File: src/rtl/cpu_pkg.sv
// Shared CPU definitions: the codebase NOP encoding and the fetch->decode queue entry.
package cpu_pkg;
  localparam logic [31:0] NOP_INSTR = 32'h0000_0000;

  typedef struct packed {
    logic [31:0] pc;
    logic [31:0] instr;
    logic        itlb_miss;
  } fdq_entry_t;
endpackage

File: src/rtl/fdq_ptr_ctrl.sv
// Pointer bookkeeping for the fetch/decode queue: wrap-bit pointers, full/empty,
// occupancy, and the qualified push/pop strobes used by the storage array.
module fdq_ptr_ctrl #(
  parameter int DEPTH = 4,
  parameter int AW    = $clog2(DEPTH)
) (
  input  logic          clk,
  input  logic          reset,
  input  logic          flush,
  input  logic          i_push_req,
  input  logic          i_pop_req,
  output logic          o_push,
  output logic          o_pop,
  output logic          o_full,
  output logic          o_empty,
  output logic [AW-1:0] o_wr_idx,
  output logic [AW-1:0] o_rd_idx,
  output logic [AW:0]   o_occupancy
);
  logic [AW:0] r_wr_ptr, r_rd_ptr;

  assign o_empty     = (r_wr_ptr == r_rd_ptr);
  assign o_full      = (r_wr_ptr[AW-1:0] == r_rd_ptr[AW-1:0]) && (r_wr_ptr[AW] != r_rd_ptr[AW]);
  assign o_pop       = i_pop_req && !o_empty;
  assign o_push      = i_push_req && (!o_full || o_pop);
  assign o_wr_idx    = r_wr_ptr[AW-1:0];
  assign o_rd_idx    = r_rd_ptr[AW-1:0];
  // Modulo 2*DEPTH subtraction is exact because the wrap bit disambiguates full.
  assign o_occupancy = r_wr_ptr - r_rd_ptr;

  always_ff @(posedge clk or posedge reset) begin
    if (reset) begin
      r_wr_ptr <= '0;
      r_rd_ptr <= '0;
    end else if (flush) begin
      r_wr_ptr <= '0;
      r_rd_ptr <= '0;
    end else begin
      if (o_push) r_wr_ptr <= r_wr_ptr + 1'b1;
      if (o_pop)  r_rd_ptr <= r_rd_ptr + 1'b1;
    end
  end
endmodule

File: src/rtl/fetch_decode_queue.sv
// Instruction queue between fetch and decode. Head is read straight from the
// storage registers, so a pushed entry appears one cycle after its push edge.
module fetch_decode_queue
  import cpu_pkg::*;
#(
  parameter int DEPTH  = 4,
  parameter int DATA_W = 32,
  parameter int AW     = $clog2(DEPTH)
) (
  input  logic              clk,
  input  logic              reset,
  input  logic              flush,
  input  logic              fetch_valid,
  input  logic [DATA_W-1:0] fetch_pc,
  input  logic [DATA_W-1:0] fetch_instr,
  input  logic              fetch_itlb_miss,
  output logic              fetch_stall,
  input  logic              dec_ready,
  output logic              dec_valid,
  output logic [DATA_W-1:0] dec_pc,
  output logic [DATA_W-1:0] dec_instr,
  output logic              dec_itlb_miss,
  output logic [AW:0]       occupancy
);
  logic          w_push, w_pop, w_full, w_empty;
  logic [AW-1:0] w_wr_idx, w_rd_idx;
  fdq_entry_t    r_mem [DEPTH];
  fdq_entry_t    w_head, w_wr_entry;

  fdq_ptr_ctrl #(.DEPTH(DEPTH), .AW(AW)) u_ptr (
    .clk         (clk),
    .reset       (reset),
    .flush       (flush),
    .i_push_req  (fetch_valid),
    .i_pop_req   (dec_ready),
    .o_push      (w_push),
    .o_pop       (w_pop),
    .o_full      (w_full),
    .o_empty     (w_empty),
    .o_wr_idx    (w_wr_idx),
    .o_rd_idx    (w_rd_idx),
    .o_occupancy (occupancy)
  );

  assign w_wr_entry.pc        = 32'(fetch_pc);
  assign w_wr_entry.instr     = 32'(fetch_instr);
  assign w_wr_entry.itlb_miss = fetch_itlb_miss;

  // Storage is data-only; validity comes from the pointers, so no reset needed.
  always_ff @(posedge clk) begin
    if (w_push && !flush) r_mem[w_wr_idx] <= w_wr_entry;
  end

  assign w_head        = r_mem[w_rd_idx];
  assign fetch_stall   = w_full;
  assign dec_valid     = !w_empty;
  assign dec_pc        = w_empty ? '0 : w_head.pc[DATA_W-1:0];
  assign dec_instr     = w_empty ? DATA_W'(NOP_INSTR) : w_head.instr[DATA_W-1:0];
  assign dec_itlb_miss = w_empty ? 1'b0 : w_head.itlb_miss;

  a_no_drop: assert property (@(posedge clk) disable iff (reset)
    !(fetch_valid && w_full && !w_pop && !flush))
    else $warning("fdq: fetch_valid while full without pop, entry dropped");
  a_occ_max: assert property (@(posedge clk) disable iff (reset)
    occupancy <= (AW+1)'(DEPTH));
  a_valid:   assert property (@(posedge clk) disable iff (reset)
    dec_valid == !w_empty);
endmodule

File: config.mk
export PLATFORM = sky130hd
export DESIGN_NAME = fetch_decode_queue
export DESIGN_NICKNAME = d
export VERILOG_FILES = /design/src/rtl/cpu_pkg.sv /design/src/rtl/fdq_ptr_ctrl.sv /design/src/rtl/fetch_decode_queue.sv
export SDC_FILE = /design/constraint.sdc
export NUM_CORES = 1
export LEC_CHECK = 0
export BUFFER_PORTS_ARGS = -buffer_cell sky130_fd_sc_hd__buf_4
export CORE_MARGIN = 1
export CORE_UTILIZATION = 36
export DETAILED_ROUTE_END_ITERATION = 10
export SETUP_SLACK_MARGIN = 0.4
export SLEW_MARGIN = 20
export SYNTH_ARGS = -nofsm -noshare
export SYNTH_HDL_FRONTEND = slang
export SYNTH_SLANG_ARGS = --single-unit
File: constraint.sdc
create_clock -name clk -period 4.9 [get_ports clk]
set_input_delay 0.245 -clock clk [delete_from_list [all_inputs] [get_ports clk]]
set_output_delay 0.245 -clock clk [all_outputs]
set_load 0.01 [all_outputs]
Word-level counts from Yosys, hierarchy flattened:

Memory sizes are Yosys's and may differ from the RTL's.
Index checks and enable logic that the tools add are counted.

* input bits: 70
* memories: 1
* word-level logic and storage cells: 28
* flip-flop bits (word level): 6
* output and inout port bits: 70
* RAM bits: 260

Memories
* r_mem: words 4, bits a word 65, rd ports 1, clocked after Yosys merged registers in 0, wr ports 1, line fetch_decode_queue.sv:27 `fdq_entry_t r_mem [DEPTH];`

* $add $sub $neg: 3
* equal/unequal tests: 3
* reductions and logical operators: 10
* mux-type cells: 9

Operator list (number)
* two-way mux 32 bit: 2
* two-way mux 3 bit: 4
* adder 3 x 1 -> 3 bit (second input constant): 2
* logical AND 1 bit: 4
* nonzero test 2 bit: 2
* == test 3 bit: 1
* logical NOT 1 bit: 3
* two-way mux 1 bit: 3
* subtractor 3 bit: 1
* == test 2 bit: 1
* logical OR 1 bit: 1
* != test 1 bit: 1

Depth between registers and ports, before layout:

* depth after elaboration: 8
* gate-level depth with buffers: 8
* depth with buffers taken out: 5

By module:

A second synthesis with hierarchy kept.

* cell total of the unflattened synthesis: 542
* area total of the unflattened synthesis: 10387.5 µm²

By module, submodules not included
* fetch_decode_queue: instances 1, area each 9910.8 µm², cells each 491, seq. area each 7807.5 µm²
* fdq_ptr_ctrl: instances 1, area each 476.7 µm², cells each 51, seq. area each 150.1 µm²

Worst setup path before layout:

Ideal clock, no wire load.

* path type: reg2reg
* start point: reg u_ptr.r_rd_ptr[1]
* end point: mem r_mem[0][0] (netlist name), enable pin
* stages on the path, launching flop included: 8
* path buffers: 2
* slack: 1304 ps
* required time: 4470 ps
* arrival: 3165 ps
* setup time: 430 ps
* cell sequence: dfrtp_1 buf_4 buf_2 inv_1 ha_1 nand2_1 o31a_1 and3_1

* longest elaborated chain between the ends: 8
* elaborated cells on any way between the ends: 11
* those cells by class: eq/ne: 2; mux: 2; reduce/logical: 7

RTL lines
* start, declared: line fdq_ptr_ctrl.sv:20 `logic [AW:0] r_wr_ptr, r_rd_ptr;`
* start signal, assigned: line fdq_ptr_ctrl.sv:40 `if (o_pop) r_rd_ptr <= r_rd_ptr + 1'b1;`
* == test 3 bit or == test 2 bit (tied branches): line fdq_ptr_ctrl.sv:22, fdq_ptr_ctrl.sv:23
* logical NOT 1 bit or logical AND 1 bit (tied branches): line fdq_ptr_ctrl.sv:24, fdq_ptr_ctrl.sv:23
* logical AND 1 bit or logical NOT 1 bit (tied branches): line fdq_ptr_ctrl.sv:24, fdq_ptr_ctrl.sv:25
* logical OR 1 bit (*): line fdq_ptr_ctrl.sv:25 `assign o_push = i_push_req && (!o_full || o_pop);`
* logical AND 1 bit (*): line fdq_ptr_ctrl.sv:25
* logical AND 1 bit (*): line fetch_decode_queue.sv:51 `if (w_push && !flush) r_mem[w_wr_idx] <= w_wr_entry;`
* two-way mux 1 bit (*): line fetch_decode_queue.sv:51
* two-way mux 1 bit (not written as such) (*): line fetch_decode_queue.sv:51
* end, declared: line fetch_decode_queue.sv:27

Mark *: on every way between the ends. The rest lies on a longest branch, timed or not.

Worst setup path in the final report:

* start point: reg u_ptr.r_rd_ptr[0]
* end point: out dec_instr[9]

* longest elaborated chain between the ends: 2
* elaborated cells on any way between the ends: 3
* those cells by class: eq/ne: 1; mux: 1; memory: 1

RTL lines
* memory read (4 x 65 bit) or == test 3 bit (tied branches)
* two-way mux 32 bit (*): line fetch_decode_queue.sv:58 `assign dec_instr = w_empty ? DATA_W'(NOP_INSTR) : w_head.instr[DATA_W-1:0];`
* end, declared: line fetch_decode_queue.sv:21 `output logic [DATA_W-1:0] dec_instr,`

Marks and branches as above.

==> impl_metrics.csv <==
group,metric,value,unit
synthesis,yosys.area.top_type,"edfxtp_1",
timing,report.final.setup_viol,0,
synthesis,ys_seq_area_share,77.1,%
finish,drive_gt1_share,35.7,%
finish,utilization,47.1,%
timing,final-max-slew-violation-count,0,
clocking,cts_resized,0,
global_route,overflow,0,
synthesis,ys_ff_latch,266,
critical_path,worstSetupPathType,"flop to primary output",
global_route,grt_pass1_wl,31100,µm
global_route,grt_max_degree,68,
detailed_routing,routed_wl,20300,µm
floorplanning,coreArea,28000,µm²
floorplanning,rows,61,
clocking,cts-htree-levels,1,
critical_path,startpoint_type,"flop",
detailed_routing,ant_nets,0,
global_route,grt.total_usage,14.1,%
critical_path,crit_fanout,41,
job,cap_violations,0,
detailed_routing,drtIter0Drc,304,
synthesis,syn-cell-area,10300,µm²
timing,slew_headroom,30.8,%
clocking,cts_buffer_depth,3,
clocking,cts_made_buffers,26,
timing,rsz0062_at_grt,"no",
critical_path,end_kind,"primary output",
clocking,clk_pin_slew,0.06,ns
placed_design,hpwlAfterDp,12000,µm
finish,antennaDiodeCount,0,
clocking,cts_sinks,266,
detailed_routing,wl_per_cell,18.8,µm
finish,layout.nets,758,
timing,final.setup_skew,0.0115,ns
timing,worst_pin_slew,1.04,ns
power,finalPower,0.00570,W
synthesis,synthTopCellsByArea,"edfxtp_1 76%, mux4_2 14%, and2_1 3.9%",
min_path,holdCritPathClass,"input pin to flop",
detailed_routing,drc,0,
synthesis,yosys_warnings,0,
synthesis,yosysTopAreaCellShare,75.6,%
global_route,grt_antenna_before_repair,0,
floorplanning,die_area,29400,µm²
finish,syn2layout_area_growth,27.9,%
clocking,cts_tree,"done",
power,power_leakage,4.51,nW
floorplanning,die_w,171,µm
floorplanning,io-pin-count,140,
critical_path,worstPathRequired,4.66,ns
timing,max_freq,0.302,GHz
synthesis,yosysUniqueCellTypes,29,
timing,finalCriticalPeriod,3.32,ns
detailed_routing,drt_pass1_iterations,5,
floorplanning,die_h,171,µm
clocking,cts-root-buf,"clkbuf_16",
power,ir_worst_vdd,0.000227,V
synthesis,syn_avg_cell_area,22.2,µm²
synthesis,syn-num-nets,544,
timing,finalHoldViolations,0,
detailed_routing,vias,5044,
timing,hold_slack,0.0459,ns
global_route,grt_pass1_vias,5469,
clocking,clkLatencyLatePin,0.53,ns
outcome,status,"complete, no violations",
placed_design,placedCellCount,963,
placed_design,portBuffers,139,
finish,fin_cells,1078,
critical_path,cp.arrival,3.07,ns
detailed_routing,via_per_inst,4.68,
timing,tns,0,ns
placed_design,gp_congestion,0.703,
power,cellPowerDensity,432,nW/µm²
synthesis,synth_cells,466,
floorplanning,initial_core_util,36.9,%
timing,period_share,67.7,%
## path summary, 6_finish.rpt
path | cells after the start | slack (ns) | end | start
worst min-delay path | 3 | 0.05 | u_ptr.r_rd_ptr[1]$_DFFE_PP0P_ | dec_ready
worst max-delay path | 4 | 1.58 | dec_instr[9] | u_ptr.r_rd_ptr[0]$_DFFE_PP0P_
worst min register to register | 2 | 0.64 | u_ptr.r_wr_ptr[1]$_DFFE_PP0P_ | u_ptr.r_wr_ptr[1]$_DFFE_PP0P_
min in group asynchronous | 3 | 0.21 | u_ptr.r_wr_ptr[2]$_DFFE_PP0P_ | reset
worst max register to register | 4 | 1.83 | r_mem[2][63]$_DFFE_PP_ | u_ptr.r_rd_ptr[0]$_DFFE_PP0P_
max in group asynchronous | 3 | 4.45 | u_ptr.r_rd_ptr[1]$_DFFE_PP0P_ | reset
## cells in the mapped netlist, drive strengths merged
| cell type | instances |
|---|---|
| o311ai | 2 |
| a211o | 1 |
| o31a | 1 |
| ha | 7 |
| nand3 | 1 |
| nand2 | 3 |
| nor2 | 6 |
| buf | 10 |
| o31ai | 1 |
| mux2i | 1 |
| and3 | 4 |
| xor2 | 1 |
| o2111ai | 2 |
| nor2b | 2 |
| mux4 | 65 |
| dfrtp | 6 |
| inv | 8 |
| and2 | 65 |
| fa | 1 |
| xnor2 | 2 |
| o21a | 1 |
| mux2 | 3 |
| clkbuf | 13 |
| edfxtp | 260 |
## what timing repair did
action / CTS / global route
hold buffers: 67 / 0
setup buffers: 0 / 0
endpoints found under the hold margin: 267 / 0
endpoints found under the setup margin: 0 / 0
## worst max-delay path, stage by stage, from the launching register on
cell,delay [ns]
dfrtp_4,0.81
buf_4,0.76
mux4_2,0.63
and2_1,0.19
buf_4,0.14
## cell usage in the layout, fill, tap and decap left out, drive strengths merged, types with 2 or more instances in the layout
cell type	n
o2111ai	2
o311ai	2
clkinv	9
and3	4
mux4	65
dfrtp	6
clkbuf	39
and2	65
nor2	6
edfxtp	260
nand2	3
nor2b	2
dlygate4sd3	67
buf	142
xnor2	2
inv	8
mux2	3
ha	7
## kinds of logic (layout without fill, tap and decap cells)
logic type               after synthesis  after routing  synth area share [%]
AO/OA/AOI/OAI                          8              8                 0.655
AND/OR/NAND/NOR                       81             81                  4.73
buffers and inverters                 31            265                  1.52
adder cells (fa/ha/maj)                8              8                  1.04
multiplexers                          69             69                  14.6
flip-flops                           266            266                  77.1
XOR/XNOR                               3              3                 0.327
## final cells by class
| type | instances | area (µm²) |
|---|---|---|
| clock buffer | 39 | 731 |
| fill | 2432 | 14800 |
| timing repair buffer | 209 | 1740 |
| multi-input combinational | 169 | 2230 |
| sequential | 266 | 7970 |
| tap | 378 | 473 |
| clock inverter | 9 | 38.8 |
| inverter | 8 | 30.0 |
## metal layers
metal  track usage (%)  part of all wire [%]  vias to the layer above
met3              2.55                   5.4                       24
met1              19.0                    44                     2566
met4              3.77                   1.6                        0
li1                  -                     -                     2320
met5                 0                     0                        -
met2              23.6                    49                      134
## flip-flops by register name, summed over array words and instances (netlist names)
| name | flops |
|---|---|
| u_ptr.r_wr_ptr | 3 |
| u_ptr.r_rd_ptr | 3 |
| r_mem | 260 |
## stage by stage
stage | setup WS, ns | cell area, µm²
floorplan | 1.30 | 10300
global placement | 1.86 | 11800
detailed placement | 1.74 | 11800
CTS | 1.45 | 13200
global route | 1.30 | 13200
finish | 1.58 | 13200
## report_power, final
part           switching, W  internal, W  total, W
Combinational      0.000585     0.000676   0.00126
Clock              0.000782      0.00103   0.00181
Sequential        0.0000541      0.00258   0.00264
Note: power is estimated with default switching activity, not from simulation.
